`config.mk`:
```
export PLATFORM = sky130hd
export DESIGN_NAME = multi_alarm_ctrl_flat
export DESIGN_NICKNAME = d
export VERILOG_FILES = /design/src/rtl/dclockshare_pkg.sv /design/src/rtl/multi_alarm_ctrl_if.sv /design/src/rtl/multi_alarm_ctrl_channel.sv /design/src/rtl/multi_alarm_ctrl.sv /design/src/flat_wrapper.sv
export SDC_FILE = /design/constraint.sdc
export NUM_CORES = 1
export LEC_CHECK = 0
export BUFFER_PORTS_ARGS = -buffer_cell sky130_fd_sc_hd__clkbuf_2
export CAP_MARGIN = 20
export CORE_MARGIN = 2
export CORE_UTILIZATION = 60
export CTS_BUF_LIST = sky130_fd_sc_hd__clkbuf_8
export CTS_CLUSTER_DIAMETER = 120
export CTS_CLUSTER_SIZE = 30
export DETAILED_ROUTE_END_ITERATION = 6
export PLACE_DENSITY = 0.79
export SLEW_MARGIN = 20
export SYNTH_ARGS = -nofsm -noshare
export SYNTH_HDL_FRONTEND = slang
export SYNTH_HIERARCHICAL = 1
export SYNTH_SLANG_ARGS = --single-unit
```
`constraint.sdc`:
```
create_clock -name clk -period 3.1 [get_ports clk]
set_clock_uncertainty 0.15 [all_clocks]
set_input_delay 0.155 -clock clk [delete_from_list [all_inputs] [get_ports clk]]
set_output_delay 0.155 -clock clk [all_outputs]
set_load 0.1 [all_outputs]
```
`src/rtl/dclockshare_pkg.sv`:
```
// Shared mode constants, channel FSM encoding and sizing helpers for the
// digital clock alarm path.
package dclockshare;

  localparam logic [1:0] M1_TIME       = 2'd0;
  localparam logic [1:0] M1_DATE       = 2'd1;
  localparam logic [1:0] M1_TIMER      = 2'd2;
  localparam logic [1:0] M1_ALARM      = 2'd3;

  localparam logic [1:0] M2_ALARM_HOUR = 2'd0;
  localparam logic [1:0] M2_ALARM_MIN  = 2'd1;

  localparam logic [1:0] ST_IDLE    = 2'd0;
  localparam logic [1:0] ST_RINGING = 2'd1;
  localparam logic [1:0] ST_SNOOZED = 2'd2;
  localparam logic [1:0] ST_DONE    = 2'd3;

  typedef struct packed {
    logic [4:0] hour;
    logic [5:0] minute;
  } alarm_time_t;

  // Bits needed to hold values 0..n-1, never less than one bit.
  function automatic int unsigned clog2_min1(input int unsigned n);
    return (n > 1) ? $clog2(n) : 1;
  endfunction

endpackage

```
`src/rtl/multi_alarm_ctrl_if.sv`:
```
// Control/status bundle between the clock selector path and multi_alarm_ctrl.
interface multi_alarm_ctrl_if #(
  parameter int unsigned N_ALARMS = 4
);
  import dclockshare::*;

  localparam int unsigned SEL_W = clog2_min1(N_ALARMS);

  logic                sec_tick;
  logic                increase;
  logic                set;
  logic                snooze;
  logic                toggle_en;
  logic [1:0]          mode1;
  logic [1:0]          mode2;
  logic [SEL_W-1:0]    sel_ch;
  logic [4:0]          hours;
  logic [5:0]          mins;
  logic [4:0]          alarm_h;
  logic [5:0]          alarm_m;
  logic [N_ALARMS-1:0] ch_enable;
  logic [N_ALARMS-1:0] ringing;
  logic                alarm;

  modport master (
    output sec_tick, increase, set, snooze, toggle_en, mode1, mode2, sel_ch, hours, mins,
    input  alarm_h, alarm_m, ch_enable, ringing, alarm
  );

  modport slave (
    input  sec_tick, increase, set, snooze, toggle_en, mode1, mode2, sel_ch, hours, mins,
    output alarm_h, alarm_m, ch_enable, ringing, alarm
  );

endinterface

```
`src/rtl/multi_alarm_ctrl_channel.sv`:
```
// One alarm channel: time registers, enable, IDLE/RINGING/SNOOZED/DONE FSM,
// countdown timer and snooze count.
module alarm_channel
  import dclockshare::*;
#(
  parameter int unsigned SNOOZE_SECS = 300,
  parameter int unsigned RING_SECS   = 60,
  parameter int unsigned MAX_SNOOZE  = 3
) (
  input  logic        clk,
  input  logic        reset,
  input  logic        sec_tick,
  input  logic        inc_hour,
  input  logic        inc_min,
  input  logic        toggle_en,
  input  logic        set,
  input  logic        snooze,
  input  logic [4:0]  hours,
  input  logic [5:0]  mins,
  output alarm_time_t alarm_time,
  output logic        enable,
  output logic        ringing
);

  localparam int unsigned TMR_MAX = (SNOOZE_SECS > RING_SECS) ? SNOOZE_SECS : RING_SECS;
  localparam int unsigned TMR_W   = clog2_min1(TMR_MAX + 1);
  localparam int unsigned CNT_W   = clog2_min1(MAX_SNOOZE + 1);

  logic [1:0]       state_q, state_d;
  logic [TMR_W-1:0] tmr_q, tmr_d;
  logic [CNT_W-1:0] cnt_q, cnt_d;
  alarm_time_t      time_q, time_d;
  logic             en_q, en_d;
  logic             match_c;
  logic             clear_c;

  assign match_c = (hours == time_q.hour) && (mins == time_q.minute);
  assign clear_c = inc_hour || inc_min || (toggle_en && en_q);

  always_ff @(posedge clk) begin
    if (reset) begin
      state_q <= ST_IDLE;
      tmr_q   <= '0;
      cnt_q   <= '0;
      time_q  <= '0;
      en_q    <= 1'b0;
    end else begin
      state_q <= state_d;
      tmr_q   <= tmr_d;
      cnt_q   <= cnt_d;
      time_q  <= time_d;
      en_q    <= en_d;
    end
  end

  // RINGING and SNOOZED are exclusive, so one timer serves as ring and snooze timer.
  always_comb begin
    state_d = state_q;
    tmr_d   = tmr_q;
    cnt_d   = cnt_q;
    time_d  = time_q;
    en_d    = en_q;

    if (inc_hour) time_d.hour   = (time_q.hour == 5'd23)   ? 5'd0 : time_q.hour + 5'd1;
    if (inc_min)  time_d.minute = (time_q.minute == 6'd59) ? 6'd0 : time_q.minute + 6'd1;
    if (toggle_en) en_d = ~en_q;

    if (clear_c) begin
      state_d = ST_IDLE;
      tmr_d   = '0;
      cnt_d   = '0;
    end else begin
      case (state_q)
        ST_IDLE: begin
          if (en_q && match_c) begin
            state_d = ST_RINGING;
            tmr_d   = TMR_W'(RING_SECS);
          end
        end
        ST_RINGING: begin
          if (set) begin
            state_d = ST_DONE;
          end else if (snooze) begin
            if (cnt_q < CNT_W'(MAX_SNOOZE)) begin
              state_d = ST_SNOOZED;
              cnt_d   = cnt_q + CNT_W'(1);
              tmr_d   = TMR_W'(SNOOZE_SECS);
            end else begin
              state_d = ST_DONE;
            end
          end else if (sec_tick) begin
            if (tmr_q <= TMR_W'(1)) begin
              state_d = ST_DONE;
              tmr_d   = '0;
            end else begin
              tmr_d = tmr_q - TMR_W'(1);
            end
          end
        end
        ST_SNOOZED: begin
          if (set) begin
            state_d = ST_DONE;
          end else if (sec_tick) begin
            if (tmr_q <= TMR_W'(1)) begin
              state_d = ST_RINGING;
              tmr_d   = TMR_W'(RING_SECS);
            end else begin
              tmr_d = tmr_q - TMR_W'(1);
            end
          end
        end
        ST_DONE: begin
          // Hold until the matching minute has passed so the alarm cannot re-fire.
          if (!match_c) begin
            state_d = ST_IDLE;
            cnt_d   = '0;
          end
        end
        default: state_d = ST_IDLE;
      endcase
    end
  end

  assign alarm_time = time_q;
  assign enable     = en_q;
  assign ringing    = (state_q == ST_RINGING);

endmodule

```
`src/rtl/multi_alarm_ctrl.sv`:
```
// N-channel alarm controller: edit decode, channel array, sel_ch readback mux
// and combined alarm output. Optional macro ALARM_BEEP_PATTERN_EN pulses alarm.
module multi_alarm_ctrl
  import dclockshare::*;
#(
  parameter int unsigned N_ALARMS    = 4,
  parameter int unsigned SNOOZE_SECS = 300,
  parameter int unsigned RING_SECS   = 60,
  parameter int unsigned MAX_SNOOZE  = 3
) (
  input  logic               clk,
  input  logic               reset,
  multi_alarm_ctrl_if.slave  bus
);

  localparam int unsigned SEL_W = clog2_min1(N_ALARMS);

  logic                edit_mode_c;
  logic                inc_hour_c;
  logic                inc_min_c;
  logic [N_ALARMS-1:0] ch_ringing;
  logic [N_ALARMS-1:0] ch_en;
  alarm_time_t         ch_time [N_ALARMS];

  assign edit_mode_c = (bus.mode1 == M1_ALARM);
  assign inc_hour_c  = edit_mode_c && bus.increase && (bus.mode2 == M2_ALARM_HOUR);
  assign inc_min_c   = edit_mode_c && bus.increase && (bus.mode2 == M2_ALARM_MIN);

  for (genvar i = 0; i < int'(N_ALARMS); i++) begin : g_ch
    logic sel_hit_c;
    assign sel_hit_c = (bus.sel_ch == SEL_W'(i));

    alarm_channel #(
      .SNOOZE_SECS (SNOOZE_SECS),
      .RING_SECS   (RING_SECS),
      .MAX_SNOOZE  (MAX_SNOOZE)
    ) u_ch (
      .clk        (clk),
      .reset      (reset),
      .sec_tick   (bus.sec_tick),
      .inc_hour   (inc_hour_c && sel_hit_c),
      .inc_min    (inc_min_c && sel_hit_c),
      .toggle_en  (edit_mode_c && bus.toggle_en && sel_hit_c),
      .set        (bus.set),
      .snooze     (bus.snooze),
      .hours      (bus.hours),
      .mins       (bus.mins),
      .alarm_time (ch_time[i]),
      .enable     (ch_en[i]),
      .ringing    (ch_ringing[i])
    );
  end

  // Readback of the selected channel; out-of-range selects read 00:00.
  always_comb begin
    bus.alarm_h = '0;
    bus.alarm_m = '0;
    for (int i = 0; i < int'(N_ALARMS); i++) begin
      if (bus.sel_ch == SEL_W'(i)) begin
        bus.alarm_h = ch_time[i].hour;
        bus.alarm_m = ch_time[i].minute;
      end
    end
  end

  assign bus.ch_enable = ch_en;
  assign bus.ringing   = ch_ringing;

`ifdef ALARM_BEEP_PATTERN_EN
  logic beep_phase_q;

  // Phase restarts whenever nothing rings, so every ring episode begins high.
  always_ff @(posedge clk) begin
    if (reset || (ch_ringing == '0)) begin
      beep_phase_q <= 1'b0;
    end else if (bus.sec_tick) begin
      beep_phase_q <= ~beep_phase_q;
    end
  end

  assign bus.alarm = (|ch_ringing) && !beep_phase_q;
`else
  assign bus.alarm = |ch_ringing;
`endif

endmodule

```
`src/flat_wrapper.sv`:
```
// flat-port wrapper written by rule: the top's interface ports become plain ports
module multi_alarm_ctrl_flat import dclockshare::*;
#(
  parameter int unsigned N_ALARMS    = 4,
  parameter int unsigned SNOOZE_SECS = 300,
  parameter int unsigned RING_SECS   = 60,
  parameter int unsigned MAX_SNOOZE  = 3
)
  (clk, reset, bus_sec_tick, bus_increase, bus_set, bus_snooze, bus_toggle_en, bus_mode1, bus_mode2, bus_sel_ch, bus_hours, bus_mins, bus_alarm_h, bus_alarm_m, bus_ch_enable, bus_ringing, bus_alarm);
  multi_alarm_ctrl_if #(.N_ALARMS(N_ALARMS)) bus_i ();
  input  logic clk;
  input  logic reset;
  input wire logic [$bits(bus_i.sec_tick)-1:0] bus_sec_tick;
  input wire logic [$bits(bus_i.increase)-1:0] bus_increase;
  input wire logic [$bits(bus_i.set)-1:0] bus_set;
  input wire logic [$bits(bus_i.snooze)-1:0] bus_snooze;
  input wire logic [$bits(bus_i.toggle_en)-1:0] bus_toggle_en;
  input wire logic [$bits(bus_i.mode1)-1:0] bus_mode1;
  input wire logic [$bits(bus_i.mode2)-1:0] bus_mode2;
  input wire logic [$bits(bus_i.sel_ch)-1:0] bus_sel_ch;
  input wire logic [$bits(bus_i.hours)-1:0] bus_hours;
  input wire logic [$bits(bus_i.mins)-1:0] bus_mins;
  output wire logic [$bits(bus_i.alarm_h)-1:0] bus_alarm_h;
  output wire logic [$bits(bus_i.alarm_m)-1:0] bus_alarm_m;
  output wire logic [$bits(bus_i.ch_enable)-1:0] bus_ch_enable;
  output wire logic [$bits(bus_i.ringing)-1:0] bus_ringing;
  output wire logic [$bits(bus_i.alarm)-1:0] bus_alarm;
  assign bus_i.sec_tick = bus_sec_tick;
  assign bus_i.increase = bus_increase;
  assign bus_i.set = bus_set;
  assign bus_i.snooze = bus_snooze;
  assign bus_i.toggle_en = bus_toggle_en;
  assign bus_i.mode1 = bus_mode1;
  assign bus_i.mode2 = bus_mode2;
  assign bus_i.sel_ch = bus_sel_ch;
  assign bus_i.hours = bus_hours;
  assign bus_i.mins = bus_mins;
  assign bus_alarm_h = bus_i.alarm_h;
  assign bus_alarm_m = bus_i.alarm_m;
  assign bus_ch_enable = bus_i.ch_enable;
  assign bus_ringing = bus_i.ringing;
  assign bus_alarm = bus_i.alarm;
  multi_alarm_ctrl #(.N_ALARMS(N_ALARMS), .SNOOZE_SECS(SNOOZE_SECS), .RING_SECS(RING_SECS), .MAX_SNOOZE(MAX_SNOOZE)) u_core (.clk(clk), .reset(reset), .bus(bus_i));
endmodule
```
==> results.yml, run 1 <==
status:
  status: "complete, no violations"
synth:
  ys_ff_latch: 100
  synth_area_um2: 7110
  syn_inst: 825
  synthSimpleGateAreaFrac: 0.248
  yosys.area_share.adder: 0.0775
  yosys_warnings: 6
  synth_xor_area_frac: 0.104
  synth_compound_area_frac: 0.194
  yosysSeqAreaShare: 0.282
  synthArstFlopShare: 0
  synth_mux_area_frac: 0.0574
  synth_area_per_cell_um2: 8.61
  syn-num-nets: 893
  synthDistinctLibCells: 68
  synth_enable_flop_cells: 0
  synth_flop_cell: "dfxtp_1"
  synth_top_family_by_area: "simple AND/OR/NAND/NOR gates"
timing:
  drv_slew: 0
  slew_headroom: 0.296
  rsz0062_at_grt: "no"
  timing.fmax_ghz: 0.384
  worst_pin_slew_ns: 1.05
  hold_ws_ns: 0.0890
  setup_tns_ns: 0
  min_period_over_period: 0.841
  hold_viol: 0
  setup_viol: 0
  final.min_clock_period_ns: 2.61
clocking:
  post_cts_buffers: 0
  clock-sinks: 100
  h-tree-depth: 3
  cts_buffers: 9
  cts_tree: "yes"
  clk_path_buf_depth: 2
  cts-root-buf: "clkbuf_8"
  clk_pin_slew_worst_paths_ns: 0.10
  hold_buffers: 0
  cts_resized: 0
  clock_latency_ns: 0.40
grt:
  antenna_found_initial: 0
  grt_usage: 0.301
  grt_overflow_total: 0
  grt_max_degree: 21
  grt_pass1_vias: 6341
  grt_pass1_wl_mm: 31.2
pwr:
  pwr_density_cell_nw_per_um2: 457
  p_leak_nw: 2.85
  p_total_mw: 3.50
  ir_drop_mv: 0.418
placement:
  numPortBuffers: 43
  routabilityCongestion: 1.00
  dp_hpwl_mm: 14.2
  dp.cells: 994
floorplanning:
  rows: 39
  design.portCount: 44
  start_util: 0.620
  die_area_um2: 12700
  core_area_um2: 11500
  die_y_um: 113
  die_w_um: 113
drt:
  routed_via_density: 6.68
  wirelength_mm: 19.0
  drc_errors: 0
  dr_total_vias: 6750
  dr.pass1.iters: 5
  avgRoutedWirePerCell_um: 18.8
  ant_nets: 0
  drtIter0Drc: 632
critical_path:
  critPathLaunchType: "flop"
  reg2reg_setup_slack_ns: 0.53
  critPathSlowestCell: "or4_1"
  crit_path_end_kind: "output port"
  cpPeakStageDelay_ns: 0.59
  criticalPathCategory: "reg -> out"
  critPathArrivalTime_ns: 2.30
  path_cells: "inv_1 > ha_1 > or4_1 > clkbuf_2"
  critPathRequiredTime_ns: 2.79
  worst-path-max-fanout: 8
final_layout:
  drive_gt1_frac: 0.123
  layout_common_cells: "dfxtp_1, nor2_1, xnor2_1, nand2_1, a21oi_1"
  syn_to_final_growth_pct: 7.61
  mostFrequentLayoutCell: "dfxtp_1"
  fin_nets: 930
  finalNonFillerCells: 1010
  num_antenna_cells: 0
flow_run:
  cap_violations: 0
worst_hold_path:
  hp-class: "in -> reg"
-- per-layer routing --
| metal | wire length, µm | GRT usage | up-vias |
|---|---|---|---|
| met4 | 486 | 0.129 | 0 |
| met2 | 9110 | 0.499 | 274 |
| li1 | - | - | 3177 |
| met5 | 0 | 0 | - |
| met3 | 1340 | 0.0509 | 38 |
| met1 | 8050 | 0.389 | 3261 |
-- state kept, by name, indices dropped and copies added (netlist names) --
signal / cells
u_core/g_ch.u_ch/alarm_time: 44
u_core/g_ch.u_ch/tmr_q: 36
u_core/g_ch.u_ch/state_q: 8
u_core/g_ch.u_ch/enable: 4
u_core/g_ch.u_ch/cnt_q: 8
-- cells in the mapped netlist, types with 5 or more instances --
library cell,count,share of area
o31ai_1,13,0.014
a21oi_1,51,0.036
and3_1,8,0.0070
mux2i_1,13,0.018
a211oi_2,5,0.0088
nor3b_1,7,0.0074
nand2b_1,9,0.0079
nand3_1,10,0.0070
o21ai_1,11,0.0077
xor2_1,19,0.023
o41a_1,6,0.0095
xnor2_1,65,0.080
o21ai_0,22,0.015
nand4_1,41,0.036
o211a_1,7,0.0099
or3_1,19,0.017
nor3_1,39,0.027
clkbuf_1,21,0.011
o211ai_1,5,0.0053
and4_1,6,0.0074
ha_1,44,0.077
nor2_1,76,0.040
o41ai_1,8,0.0099
nor2b_1,7,0.0062
dfxtp_1,100,0.28
nand2_1,53,0.028
nor4_1,21,0.018
a211o_1,5,0.0062
mux4_2,6,0.019
mux4_1,5,0.018
inv_1,31,0.016
-- cells by family after synthesis --
logic type                 count (synthesis)
AOI/OAI and AO/OA                        187
and+or+nand+nor                          324
xor gates and xnor gates                  84
DFF                                      100
buffers and inverters                     61
muxes                                     25
adders and majority gates                 44
-- area by class of cell --
class,count,area (µm²)
clock buffer,11,151
timing repair buffer,56,313
tap,143,179
sequential,100,2000
clock inverter,5,51.3
fill,943,3820
multi-input combinational,664,4830
inverter,31,116
-- per-stage QoR --
step | worst slack (ns) | instance area, µm² | utilization
CTS | 0.511 | 7640 | 0.666
detailed placement | 0.333 | 7440 | 0.649
floorplan | 0.345 | 7110 | -
finish | 0.493 | 7650 | 0.667
global route | 0.344 | 7650 | 0.667
global placement | 0.599 | 7440 | 0.649
-- path summary, 6_finish.rpt --
check / start / to / cells past startpoint
min: reset / u_core/g_ch[2].u_ch/alarm_time[8] / 2
max: u_core/g_ch[0].u_ch/state_q[1] / bus_alarm / 4
min reg2reg: u_core/g_ch[3].u_ch/cnt_q[1] / u_core/g_ch[3].u_ch/cnt_q[1] / 2
max reg2reg: u_core/g_ch[3].u_ch/state_q[1] / u_core/g_ch[3].u_ch/tmr_q[4] / 7
-- power by group --
group	leakage [nW]	internal, mW	switching (mW)
Sequential	0.806	1.34	0.0828
Clock	0.107	0.412	0.473
Combinational	1.94	0.424	0.768
Total	2.85	2.17	1.32
-- critical path: cells and delay by family (launching register included) --
family,cells,cell delay [ns]
adders and majority gates,1,0.31
and+or+nand+nor,1,0.59
DFF,1,0.48
buffers and inverters,2,0.52
No activity file was read; power rests on OpenSTA's default activity.
==> run 2: changes to the inputs <==
Settings changed: ABC_AREA set to 1.
Clock period 3.1 ns to 2.6 ns, I/O delays scaled along.
==> run 2 against run 1 <==
Against the previous run:
- critical path depth rose by 1
- global-route usage fell by 3.6 points
- sequential share of layout area fell by 1.0 points
- hold slack lost 0.041 ns
- synthesized cell count increased by 41%
- die area is 4.1% higher
- non-clock buffer count did not move
- first-iteration DRC count shrank 28%
- final cell count up 35%
- flip-flop and latch count stayed put
==> results.yml, run 2 <==
grt:
  grt_pass1_vias: 6440
  antenna_found_initial: 0
  grt_pass1_wl_mm: 28.5
  grt_usage: 0.265
  grt_overflow_total: 0
  grt_max_degree: 18
timing:
  drv_slew: 0
  min_period_over_period: 0.886
  rsz0062_at_grt: "no"
  hold_viol: 0
  slew_headroom: 0.586
  setup_viol: 0
  setup_tns_ns: 0
  worst_pin_slew_ns: 0.619
  timing.fmax_ghz: 0.434
  final.min_clock_period_ns: 2.30
drt:
  drc_errors: 0
  drtIter0Drc: 457
  wirelength_mm: 16.9
  dr_total_vias: 7134
  ant_nets: 0
  dr.pass1.iters: 7
  routed_via_density: 5.21
  avgRoutedWirePerCell_um: 12.4
floorplanning:
  die_area_um2: 13300
  design.portCount: 44
  core_area_um2: 12000
  die_w_um: 115
  die_y_um: 115
  start_util: 0.617
  rows: 40
clocking:
  h-tree-depth: 3
  hold_buffers: 0
  clock_latency_ns: 0.37
  clk_pin_slew_worst_paths_ns: 0.10
  cts_resized: 0
  clk_path_buf_depth: 2
  post_cts_buffers: 0
  clock-sinks: 100
  cts-root-buf: "clkbuf_8"
  cts_buffers: 9
  cts_tree: "yes"
final_layout:
  mostFrequentLayoutCell: "nand2_1"
  largest_register_ffs: 44
  syn_to_final_growth_pct: 7.31
  drive_gt1_frac: 0.117
  fin_nets: 1284
  layout_common_cells: "nand2_1, nor2_1, inv_1, nand3_1, dfxtp_1"
  num_antenna_cells: 0
  fin_area_um2: 7950
status:
  status: "complete, no violations"
critical_path:
  critPathLaunchType: "flop"
  critPathRequiredTime_ns: 2.32
  critPathArrivalTime_ns: 2.02
  criticalPathCategory: "reg -> out"
  crit_path_end_kind: "output port"
  worst-path-max-fanout: 9
synth:
  synth_flop_cell: "dfxtp_1"
  synth_top_area_share: 0.270
  synth_enable_flop_cells: 0
  yosysMostFrequentCell: "nand2_1"
  ys_ff_latch: 100
  synth_area_um2: 7410
  synthDistinctLibCells: 42
  synth_common_cells: "nand2_1, nor2_1, inv_1, nand3_1, dfxtp_1"
  syn-num-nets: 1234
  synth_area_per_cell_um2: 6.35
  synth.area.top_cells: "dfxtp_1, nand2_1, nor2_1"
  yosys_warnings: 6
  synthArstFlopShare: 0
  syn_inst: 1166
  yosysTopAreaCell: "dfxtp_1"
  yosysSeqAreaShare: 0.270
placement:
  place_area_um2: 7770
  routabilityCongestion: 0.906
  dp_hpwl_mm: 13.2
  numPortBuffers: 43
pwr:
  ir_drop_mv: 0.436
  pwr_density_cell_nw_per_um2: 618
  p_leak_nw: 3.88
flow_run:
  cap_violations: 0
worst_hold_path:
  hp-class: "in -> reg"
-- run 2: changes by cell type in the layout (fill, tap and decap cells not counted), moves of 21 or more --
| cell | previous run | this run |
|---|---|---|
| nand2_1 | 53 | 281 |
| inv_1 | 32 | 161 |
| nor2_1 | 76 | 190 |
| nand3_1 | 10 | 101 |
| xnor2_1 | 65 | 21 |
| nand4_1 | 41 | 11 |
| nor4_1 | 21 | 0 |
-- run 2: power by group --
group	internal (mW)	total (mW)	leakage [nW]	switching, mW
clock network	0.394	0.928	0.0979	0.534
registers	1.67	1.81	0.808	0.136
logic	0.681	2.18	2.97	1.50
total	2.75	4.92	3.88	2.17
-- run 2: metrics by stage --
step / cells / worst slack, ns / power [mW] / util / hold slack [ns]
3_5_place_dp: 1352 / 0.456 / 4.00 / 0.647 / 0.319
6_report: 1368 / 0.296 / 4.92 / 0.662 / 0.0483
3_3_place_gp: 1352 / 0.518 / 3.96 / 0.647 / 0.307
2_1_floorplan: 1166 / 0.0491 / 3.59 / - / 0.0491
4_1_cts: 1368 / 0.305 / 4.94 / 0.662 / 0.0350
5_1_grt: 1368 / 0.221 / 5.32 / 0.662 / 0.0835
-- run 2: final timing paths --
check                            startpoint                                 to  slack [ns]  cells after the start
min reg2reg    u_core/g_ch[1].u_ch/cnt_q[1]       u_core/g_ch[1].u_ch/cnt_q[1]        0.33                      2
max reg2reg  u_core/g_ch[2].u_ch/state_q[1]       u_core/g_ch[2].u_ch/tmr_q[8]        0.42                      8
min                                   reset  u_core/g_ch[3].u_ch/alarm_time[7]        0.05                      2
max          u_core/g_ch[1].u_ch/state_q[1]                          bus_alarm        0.30                      5
-- run 2: critical path, stage by stage (launching register included) --
cell	delay, ns
dfxtp_1	0.38
inv_1	0.17
ha_1	0.40
nor2_1	0.14
nand2_1	0.10
clkbuf_2	0.46
-- run 2: cell type report --
type	count	area [µm²]
clock inverter	5	28.8
sequential	100	2000
inverter	167	627
clock buffer	11	151
timing repair buffer	56	313
tap	147	184
multi-input combinational	882	4640
fill	1185	4060
-- run 2: logic make-up (layout without fill, tap and decap cells) --
kind of cell / after synthesis / count (layout) / synth area share
AND/OR/NAND/NOR: 667 / 667 / 0.401
buffers and inverters: 184 / 239 / 0.103
AO/OA/AOI/OAI: 135 / 135 / 0.109
flip-flops: 100 / 100 / 0.270
adder cells (fa/ha/maj): 44 / 44 / 0.0743
XOR/XNOR: 36 / 36 / 0.0426
-- run 2: per-layer routing --
layer	global-route usage	part of all wire	vias to the layer above
met1	0.350	0.48	3196
met2	0.451	0.46	130
li1	-	-	3789
met5	0	0	-
met3	0.0327	0.036	19
met4	0.0908	0.015	0
==> run 3: changes to the inputs <==
Settings changed: SYNTH_HIERARCHICAL 1 to unset.
==> run 3 against run 2 <==
Against the previous run:
- first-iteration DRC count is 7.7% lower
- register-to-register slack worse by 0.20 ns
- via count is 0.21% higher
- clock power is 34% higher
- largest cell class unchanged
- non-clock buffer count is 8 lower
- core utilization is 0.17 points lower
- die area is 0.42% higher
- critical path depth stayed put
- synthesized area is 0.44% higher
- clock-buffer cell count is 2 lower
- wire length is 6.3% higher
==> results.yml, run 3 <==
status:
  status: "complete, no violations"
synth:
  synth.area.top_cells: "dfxtp_1, nand2_1, ha_1"
  syn_inst: 1114
  synth_enable_flop_cells: 0
  yosysTopAreaCell: "dfxtp_1"
  ys_ff_latch: 100
  synth_area_per_cell_um2: 6.68
  synth_common_cells: "nand2_1, inv_1, nor2_1, dfxtp_1, a21oi_1"
  synth_compound_area_frac: 0.157
  syn-num-nets: 1182
  synthDistinctLibCells: 59
  synth_mux_area_frac: 0
  synth_flop_cell: "dfxtp_1"
  synth_top_family_by_area: "simple AND/OR/NAND/NOR gates"
  synth_xor_area_frac: 0.0636
  yosys.area_share.adder: 0.0740
  synth_area_um2: 7440
  yosysMostFrequentCell: "nand2_1"
  synthArstFlopShare: 0
  synthSimpleGateAreaFrac: 0.331
  yosys_warnings: 0
  synth_top_area_share: 0.269
  yosysSeqAreaShare: 0.269
timing:
  timing.fmax_ghz: 0.410
  rsz0062_at_grt: "no"
  slew_headroom: 0.626
  worst_pin_slew_ns: 0.563
  setup_tns_ns: 0
  min_period_over_period: 0.937
  hold_ws_ns: 0.0745
  drv_slew: 0
  setup_viol: 0
  hold_viol: 0
  final.min_clock_period_ns: 2.44
  setup_ws_ns: 0.164
clocking:
  cts_tree: "yes"
  cts_buffers: 9
  clk_pin_slew_worst_paths_ns: 0.10
  clock_latency_ns: 0.40
  post_cts_buffers: 0
  cts-root-buf: "clkbuf_8"
  h-tree-depth: 3
  clk_path_buf_depth: 2
  clock-sinks: 100
pwr:
  ir_drop_mv: 0.342
  pwr_density_cell_nw_per_um2: 622
  p_leak_nw: 3.43
  p_total_mw: 4.96
grt:
  grt_pass1_wl_mm: 30.1
  grt_pass1_vias: 6722
  grt_overflow_total: 0
  grt_max_degree: 17
  antenna_found_initial: 0
  grt_usage: 0.280
worst_hold_path:
  hp-class: "in -> reg"
drt:
  drtIter0Drc: 422
  drc_errors: 0
  wirelength_mm: 18.0
  ant_nets: 0
  dr_total_vias: 7149
  dr.pass1.iters: 5
  routed_via_density: 5.42
  avgRoutedWirePerCell_um: 13.6
final_layout:
  layout_common_cells: "nand2_1, inv_1, nor2_1, dfxtp_1, a21oi_1"
  nFillCells: 1130
  syn_to_final_growth_pct: 7.01
  mostFrequentLayoutCell: "nand2_1"
  num_antenna_cells: 0
  finalNonFillerCells: 1319
  largest_register_ffs: 44
  drive_gt1_frac: 0.112
  fin_nets: 1214
critical_path:
  path_cells: "inv_1 > ha_1 > inv_1 > nand4_1 > clkbuf_2"
  critPathSlowestCell: "clkbuf_2"
  critPathLaunchType: "flop"
  cp_common_cell: "inv_1"
  crit_family: "buffers and inverters"
  cp_num_buf_inv: 3
  crit_path_end_kind: "output port"
  worst-path-max-fanout: 9
  critPathRequiredTime_ns: 2.32
  criticalPathCategory: "reg -> out"
  cpPeakStageDelay_ns: 0.48
  critPathArrivalTime_ns: 2.16
placement:
  numPortBuffers: 43
  place_worst_setup_slack_ns: 0.292
  dp_hpwl_mm: 13.9
  routabilityCongestion: 0.910
  dp.cells: 1302
floorplanning:
  die_area_um2: 13300
  die_y_um: 115
  core_area_um2: 12100
  die_w_um: 115
  design.portCount: 44
  start_util: 0.617
  rows: 40
flow_run:
  cap_violations: 0
[run 3: cell types whose count changed in the layout (fill, tap and decap cells not counted), sizes merged, moves of 6 or more]
cell	delta
nand2	-52
nand3	-49
nor2	-44
o21ai	+34
a21oi	+10
inv	-10
xor2	+10
buf	-9
nand4	+8
xnor2	+8
nor3	-7
nor4	+7
o2111ai	+6
[run 3: worst paths after layout]
kind | startpoint | endpoint | slack (ns) | depth (start not counted)
setup / recovery | u_core.g_ch[0].u_ch.state_q[1] | bus_alarm | 0.16 | 5
hold / removal | bus_mode2[0] | u_core.g_ch[3].u_ch.alarm_time[8] | 0.07 | 6
hold reg to reg | u_core.g_ch[0].u_ch.tmr_q[1] | u_core.g_ch[0].u_ch.tmr_q[1] | 0.33 | 2
setup reg to reg | u_core.g_ch[2].u_ch.state_q[1] | u_core.g_ch[2].u_ch.tmr_q[4] | 0.22 | 9
[run 3: metrics by stage]
step	instance area [µm²]	util
2_1_floorplan	7440	-
3_3_place_gp	7710	0.640
3_5_place_dp	7710	0.640
4_1_cts	7960	0.660
5_1_grt	7960	0.660
6_report	7960	0.660
[run 3: layer usage]
metal / vias to the layer above / global-route usage / share of wire
met1: 3243 / 0.356 / 0.47
li1: 3672 / - / -
met2: 197 / 0.479 / 0.46
met4: 0 / 0.120 / 0.030
met3: 37 / 0.0306 / 0.044
met5: - / 0 / 0
[run 3: what timing repair did]
item | in CTS | in global routing
resized for setup | 0 | 0
hold buffers | 1 | 0
hold endpoints to repair | 11 | 0
[run 3: layout make-up]
cell class                 instances  area (µm²)  area share
multi-input combinational        828        4660       0.585
sequential                       100        2000       0.251
timing repair buffer              48         255      0.0321
clock buffer                       9         124      0.0156
tap                              168         210      0.0264
inverter                         159         602      0.0756
clock inverter                     7         114      0.0143
[run 3: worst min-delay path, stage by stage]
cell and delay, ns:
clkbuf_2 0.09, nor2_1 0.07, nand2_4 0.13, nor2_8 0.06
nand2_1 0.05, a21oi_1 0.05
[run 3: kinds of logic (layout without fill, tap and decap cells)]
| logic type | count (synthesis) | count (layout) |
|---|---|---|
| buffers and inverters | 186 | 223 |
| AOI/OAI and AO/OA | 198 | 198 |
| adders and majority gates | 44 | 44 |
| DFF | 100 | 100 |
| xor gates and xnor gates | 54 | 54 |
| and+or+nand+nor | 532 | 532 |
[run 3: power breakdown]
group          switching (mW)  internal [mW]  total, mW
sequential              0.117           1.65       1.77
combinational            1.36          0.587       1.95
clock                   0.599          0.638       1.24
